--- src/rtl/ysyx_24110015_branch_resolver.sv ---
// rtl/ysyx_24110015_branch_resolver.sv - EXU branch resolution, BTB update producer and IFU redirect source
//
// Purpose:
//   Compares the actual next PC of each resolved instruction against the PC the
//   IFU fetched after it. Emits a registered BTB update, and on a mismatch a
//   one-cycle flush plus a redirect held until the IFU accepts it. Keeps
//   saturating counts of control-flow instructions and mispredictions.
//
// Ports:
//   clk, rst                 clock, asynchronous active-high reset
//   in_valid/in_ready        resolved-instruction handshake (ready only in IDLE)
//   in_pc, in_pred_pc        instruction PC and the PC the IFU predicted after it
//   in_is_branch/jal/jalr    instruction kind
//   in_taken, in_target      branch outcome and computed target
//   upd_*                    registered BTB update, one cycle after accept
//   redir_valid/ready/pc     redirect request to IFU, held until accepted
//   flush                    one-cycle squash pulse on mispredict
//   cnt_cf, cnt_mispred      saturating performance counters
module ysyx_24110015_branch_resolver #(
  parameter int CNT_W = 32
) (
  input  logic             clk,
  input  logic             rst,
  input  logic             in_valid,
  output logic             in_ready,
  input  logic [31:0]      in_pc,
  input  logic [31:0]      in_pred_pc,
  input  logic             in_is_branch,
  input  logic             in_is_jal,
  input  logic             in_is_jalr,
  input  logic             in_taken,
  input  logic [31:0]      in_target,
  output logic             upd_valid,
  output logic             upd_branch,
  output logic             upd_jal,
  output logic [31:0]      upd_pc,
  output logic [31:0]      upd_target,
  output logic             redir_valid,
  input  logic             redir_ready,
  output logic [31:0]      redir_pc,
  output logic             flush,
  output logic [CNT_W-1:0] cnt_cf,
  output logic [CNT_W-1:0] cnt_mispred
);

  typedef enum logic {
    IDLE     = 1'b0,
    REDIRECT = 1'b1
  } state_t;

  state_t state;
  state_t state_next;

  logic        accept;
  logic        cf;
  logic        redirect_to_target;
  logic [31:0] actual;
  logic        mis;

  localparam logic [CNT_W-1:0] CNT_MAX = {CNT_W{1'b1}};

  assign in_ready = (state == IDLE);
  assign accept   = in_valid & in_ready;

  assign cf                 = in_is_branch | in_is_jal | in_is_jalr;
  assign redirect_to_target = in_is_jal | in_is_jalr | (in_is_branch & in_taken);
  // Fall-through add wraps modulo 2^32 so the top-of-memory PC predicts 0.
  assign actual             = redirect_to_target ? in_target : in_pc + 32'd4;
  // Non-cf instructions are checked too: a stale BTB hit must be undone.
  assign mis                = (actual != in_pred_pc);

  always_ff @(posedge clk or posedge rst) begin
    if (rst) begin
      state <= IDLE;
    end else begin
      state <= state_next;
    end
  end

  always_comb begin
    state_next = state;
    case (state)
      IDLE: begin
        if (accept && mis) begin
          state_next = REDIRECT;
        end
      end
      REDIRECT: begin
        if (redir_valid && redir_ready) begin
          state_next = IDLE;
        end
      end
      default: state_next = IDLE;
    endcase
  end

  always_ff @(posedge clk or posedge rst) begin
    if (rst) begin
      upd_valid   <= 1'b0;
      upd_branch  <= 1'b0;
      upd_jal     <= 1'b0;
      upd_pc      <= 32'd0;
      upd_target  <= 32'd0;
      flush       <= 1'b0;
      redir_valid <= 1'b0;
      redir_pc    <= 32'd0;
      cnt_cf      <= '0;
      cnt_mispred <= '0;
    end else begin
      // upd_* and flush are single-cycle pulses; zero unless this edge accepts.
      upd_valid  <= 1'b0;
      upd_branch <= 1'b0;
      upd_jal    <= 1'b0;
      upd_pc     <= 32'd0;
      upd_target <= 32'd0;
      flush      <= 1'b0;

      if (accept) begin
        // jalr and not-taken branches strobe with both kind bits clear so the
        // predictor sees them but installs nothing.
        upd_valid  <= cf;
        upd_branch <= in_is_branch & in_taken;
        upd_jal    <= in_is_jal;
        upd_pc     <= cf ? in_pc : 32'd0;
        upd_target <= cf ? in_target : 32'd0;
        if (mis) begin
          flush       <= 1'b1;
          redir_valid <= 1'b1;
          redir_pc    <= actual;
        end
        if (cf && cnt_cf != CNT_MAX) begin
          cnt_cf <= cnt_cf + 1'b1;
        end
        if (mis && cnt_mispred != CNT_MAX) begin
          cnt_mispred <= cnt_mispred + 1'b1;
        end
      end else if (redir_valid && redir_ready) begin
        redir_valid <= 1'b0;
      end
    end
  end

endmodule

--- config.mk ---
export PLATFORM = sky130hd
export DESIGN_NAME = ysyx_24110015_branch_resolver
export DESIGN_NICKNAME = d
export VERILOG_FILES = /design/src/rtl/ysyx_24110015_branch_resolver.sv
export SDC_FILE = /design/constraint.sdc
export NUM_CORES = 1
export LEC_CHECK = 0
export CORE_UTILIZATION = 35
export CTS_BUF_LIST = sky130_fd_sc_hd__clkbuf_16
export CTS_CLUSTER_DIAMETER = 40
export DETAILED_ROUTE_END_ITERATION = 10
export MAX_ROUTING_LAYER = met4
export PLACE_DENSITY = 0.6
export SKIP_LAST_GASP = 1
export SYNTH_ARGS = -nofsm -noshare
export SYNTH_HDL_FRONTEND = slang
export SYNTH_SLANG_ARGS = --single-unit
--- constraint.sdc ---
create_clock -name clk -period 10.7 [get_ports clk]
set_input_delay 1.605 -clock clk [delete_from_list [all_inputs] [get_ports clk]]
set_output_delay 1.605 -clock clk [all_outputs]
set_load 0.1 [all_outputs]
Yosys cells after proc, flatten, opt, wreduce, memory -nomap -nowiden
Cells that the tools add are included.
- $add $sub $neg: 3
- $mul: 0
- divide/modulo/power cells: 0
- order comparisons: 0
- eq/ne operators: 4
- shifts and indexed selects: 0
- mux-type cells: 16
- bitwise operators: 7
- reductions and logical operators: 9
- operators by type and width (kind ; count):
    32-bit two-way mux ; 5
    32-bit by 1-bit adder with 32-bit output, second input constant ; 2
    32-bit != test, second input constant ; 2
    32-bit by 3-bit adder with 32-bit output, second input constant ; 1
    32-bit != test ; 1
    1-bit two-way mux ; 10
    2-bit AND reduction ; 4
    1-bit logical AND ; 4
    1-bit bitwise OR ; 4
    1-bit AND ; 2
    2-bit by 1-bit != test with 1-bit output, second input constant ; 1
    1-bit one-hot mux with 2 select lines ; 1
    2-bit nonzero test ; 1
    1-bit inverter ; 1
- register bits after elaboration: 166
- latch bits: 0
- RAM bits: 0
- bits in read-only memories: 0
- input bits: 104
- output and inout bits: 166
- word-level logic and storage cells: 50
- memories: 0

Depth between registers and ports, before layout
- depth in word-level cells: 7
- gate-level depth with buffers: 14
- gate-level depth less buffers: 11

Worst setup path after synthesis
OpenSTA, ideal clock, no wires.
- path kind: input to register
- from: input port in_pc[12]
- to: register redir_pc[21]
- arrival time: 4.864 ns
- data required time: 10.572 ns
- slack: 5.708 ns
- cell stages on the path: 12
- path buffers: 3
- cells stage by stage: clkbuf_1 nand4_1 or4_4 or4_1 buf_2 xor2_1 o21ai_1 or4_1 o41ai_2 a41oi_2 buf_2 mux2_1
- cells in the longest elaborated chain, start to end: 4
- RTL lines (element ; line ; source):
    from (decl) ; 26 ; input logic [31:0] in_pc,
    32-bit by 3-bit adder with 32-bit output * ; 68 ; assign actual = redirect_to_target ? in_target : in_pc + 32'd4;
    32-bit two-way mux * ; 68 ;
    32-bit != test ; 70 ; assign mis = (actual != in_pred_pc);
    2-bit AND reduction (no line) ; n/a ;
    to (signal assigned) ; 129 ; redir_pc <= actual;
    to (decl) ; 40 ; output logic [31:0] redir_pc,
Mark *: on every way between the ends. The rest lies on a longest branch, timed or not.
A chain may end at the register's enable or synchronous reset.

Worst setup path after layout
- from: input port in_pc[8]
- to: register cnt_mispred[1]
- cells in the longest elaborated chain, start to end: 5
- RTL lines (element ; line ; source):
    32-bit by 3-bit adder with 32-bit output ; 68 ;
    32-bit two-way mux ; 68 ;
    32-bit != test ; 70 ;
    1-bit logical AND ; 134 ; if (mis && cnt_mispred != CNT_MAX) begin
    2-bit AND reduction (no line) ; n/a ;
    to (signal assigned) ; 135 ; cnt_mispred <= cnt_mispred + 1'b1;
    to (decl) ; 43 ; output logic [CNT_W-1:0] cnt_mispred
No other way between the ends.

==> reports/qor.csv <==
stage;metric;value;unit
routing;average wire per standard cell;19.8;microns
sta;Worst slew margin;0.289;
setup_path;FF-to-FF setup slack;7.55;ns
sta;final setup TNS;0;ns
setup_path;crit path launch type;input port;
global_route;GRT Resource Usage Total;0.239;
min_path;Hold Path Class;flop to flop;
setup_path;worst r2r dst;cnt_mispred[1]$_DFFE_PP0P_;
setup_path;CP max FO;70;
run;max cap viols;0;
setup_path;Worst path slowest cell;or4b_2;
placement;Placed Area;11300;sq um
clock_tree;CTS clk-pin slew, worst paths;0.07;ns
global_route;gr ovfl total;0;
routing;DRC violations left;0;
die;core area;22900;sq um
setup_path;critical path cell sequence;clkdlybuf4s50_1, nand4_1, nor2_1, or4b_2, a2111oi_0, o311ai_0, nor4_1, a41oi_4, buf_4, nand2_1, mux2_2;
logic_synthesis;Post-synth top cells;dfrtp_1 (166), xnor2_1 (86), and2_1 (65);
setup_path;critical path class;input port to flop;
die;die width;156;microns
clock_tree;Root Buffer;clkbuf_16;
pwr;maximum vdd ir drop;260;uV
clock_tree;# H-tree levels;4;
logic_synthesis;top-area cell type share of the netlist area;0.501;
clock_tree;number of clock sinks;166;
sta;min Tclk post-route;6.03;ns
finish;final std cells w/o fill;1402;
logic_synthesis;Ys Warns;0;
placement;Placer Congestion;0.931;
die;Starting Density;0.362;
finish;share of cells above drive strength 1;0.0452;
clock_tree;TritonCTS clock tree;yes;
routing;DR vias/cell;5.10;
placement;hpwl dp;21200;microns
clock_tree;CTS resizes;0;
finish;fin nets;1177;
die;Row Count;55;
placement;dpl cells;1364;
placement;PortBufs;269;
clock_tree;Hold-fix buffers, CTS;0;
min_path;Hold Path End;cnt_cf[22]$_DFFE_PP0P_;
setup_path;Reg-to-Reg Start;cnt_mispred[12]$_DFFE_PP0P_;
die;Ports;270;
pwr;sequential power share;0.285;
finish;final instance area;11900;sq um
setup_path;CP delay by family, top;simple AND/OR/NAND/NOR gates;
setup_path;Buf+Inv Stages, Crit Path;2;
clock_tree;Max Root-Sink Buffers;2;
routing;DR pass1 iterations;5;
sta;slew of the pin with the lowest slew margin;1.06;ns
sta;clock skew;0.0129;ns
clock_tree;# Post-CTS Setup Buffers;0;
sta;endpoints failing setup;0;
logic_synthesis;Gate Count Post-Synth;811;
routing;total detailed-routing wirelength;27700;microns
pwr;LEAKAGE;0.00502;uW
global_route;pin count of the biggest net entering global routing;103;
sta;unrepaired setup endpoints after global routing;false;
logic_synthesis;Post-Syn Area per Cell;10.2;sq um
setup_path;Worst R2R Path Depth;10;
global_route;vias in the first global route;7038;
routing;ANT nets after route;0;
pwr;Internal;1400;uW
logic_synthesis;synthesized flop and latch total;166;
global_route;antenna violations before repair;5;
finish;Layout Utilization;0.520;
logic_synthesis;Post-Syn Area;8300;sq um
setup_path;crit-path max cell delay;0.71;ns
pwr;Sw Share;0.507;
setup_path;Crit path required time;11.02;ns
routing;DR vias;7153;
routing;initial DRC count;634;
clock_tree;CTS buffer count;17;
pwr;P per Cell Area;238;nW/um^2
setup_path;Critical Path Sink Type;flop;
sta;Tcrit/Tclk final;0.563;
min_path;WHS Path Cells;1;
outcome;outcome;finished clean;
logic_synthesis;Async S/R FF share, synth;1.00;
sta;final hold vios;0;
finish;Syn-to-layout area delta;43.7;%
logic_synthesis;Netlist cell types;59;
die;die area;24300;sq um
logic_synthesis;post-synth net total;918;
logic_synthesis;dominant cell type by area after synthesis;dfrtp_1;
logic_synthesis;Post-synth top flop;dfrtp_1;
sta;Fmax;166;MHz
sta;final hold slack;0.486;ns
logic_synthesis;register area share after synthesis;0.501;
min_path;min-delay src;cnt_cf[22]$_DFFE_PP0P_;
global_route;first-pass GRT wire length;42000;microns
pwr;Sw Pwr;1440;uW
logic_synthesis;Post-synth EDFFs;0;
die;die height;156;microns
setup_path;CP arrival;6.34;ns
setup_path;Crit path depth;11;
logic_synthesis;top cells by area, synth;dfrtp_1 (50%), xnor2_1 (9.1%), and2_1 (4.9%), xor2_1 (4.0%), mux2_1 (3.4%);
clock_tree;worst-skew pair later-pin latency;0.44;ns
sta;Slew Viols, Final;0;
pwr;Clk network pwr share;0.218;
logic_synthesis;count leader, synth;dfrtp_1;
pwr;Comb power frac;0.497;
metal layers:
layer	share of wire	vias up	wire length, microns	GRT usage
li1	-	3355	-	-
met2	0.45	314	12400	0.353
met5	0	-	0	-
met4	0.024	0	658	0.0784
met3	0.084	42	2330	0.0683
met1	0.44	3442	12300	0.314
layout make-up:
class	instances	area, sq um
timing repair buffer	275	2740
tap	313	392
inverter	28	110
sequential	166	4150
fill	2149	11000
clock buffer	17	425
clock inverter	15	165
antenna	6	15.0
multi-input combinational	582	3920
state kept, by name, indices dropped and copies added, names as in the netlist, 32 cells and up:
| signal | flops |
|---|---|
| redir_pc | 32 |
| upd_target | 32 |
| cnt_mispred | 32 |
| cnt_cf | 32 |
| upd_pc | 32 |
power groups by stage:
stage	combinational, uW	sequential, uW	clock [uW]
floorplan	210	1630	0
global placement	1410	818	0
detailed placement	1410	819	0
CTS	1420	809	633
global route	1450	823	663
finish	1410	807	618
placed cells by master (no fill, tap or decap), drive strengths merged, types with 3 or more instances in the layout:
cell type | synthesis | final
a2111oi | 3 | 3
a211oi | 4 | 4
a21oi | 11 | 11
a31oi | 5 | 5
and2 | 65 | 65
and3 | 37 | 37
and4 | 3 | 3
buf | 10 | 6
clkbuf | 25 | 17
clkdlybuf4s50 | 0 | 269
clkinv | 0 | 4
dfrtp | 166 | 166
diode | 0 | 6
ha | 3 | 3
inv | 28 | 36
mux2 | 27 | 27
mux2i | 6 | 6
nand2 | 61 | 61
nand3 | 53 | 53
nand4 | 25 | 25
nor2 | 33 | 33
nor2b | 7 | 7
nor3 | 22 | 22
nor4 | 13 | 13
o21ai | 29 | 29
o22ai | 4 | 4
o311ai | 4 | 4
or3 | 5 | 5
or4 | 4 | 4
xnor2 | 86 | 86
xor2 | 38 | 38
cells by family after synthesis:
logic type      count (synthesis)  share of synthesized area
buf+inv                        63                     0.0302
simple gates                  335                      0.216
mux                            33                     0.0439
flops                         166                      0.501
compound gates                 86                     0.0707
fa+ha+maj                       3                    0.00453
xor+xnor                      125                      0.134
stage by stage:
| stage | setup slack, ns | total power (uW) |
|---|---|---|
| 2_1_floorplan | 4.60 | 1840 |
| 3_3_place_gp | 4.41 | 2230 |
| 3_5_place_dp | 4.30 | 2230 |
| 4_1_cts | 4.74 | 2860 |
| 5_1_grt | 4.52 | 2940 |
| 6_report | 4.67 | 2840 |
how the worst max path moves through the flow:
stage                        start                    endpoint  slack [ns]
after floorplan                rst       cnt_cf[0]$_DFFE_PP0P_        4.60
after global placement    in_pc[7]  cnt_mispred[1]$_DFFE_PP0P_        4.41
after detailed placement  in_pc[8]  cnt_mispred[1]$_DFFE_PP0P_        4.30
after CTS                 in_pc[4]  cnt_mispred[1]$_DFFE_PP0P_        4.74
after global routing      in_pc[4]  cnt_mispred[1]$_DFFE_PP0P_        4.52
final                     in_pc[8]  cnt_mispred[1]$_DFFE_PP0P_        4.67
No activity file was read; power rests on OpenSTA's default activity.
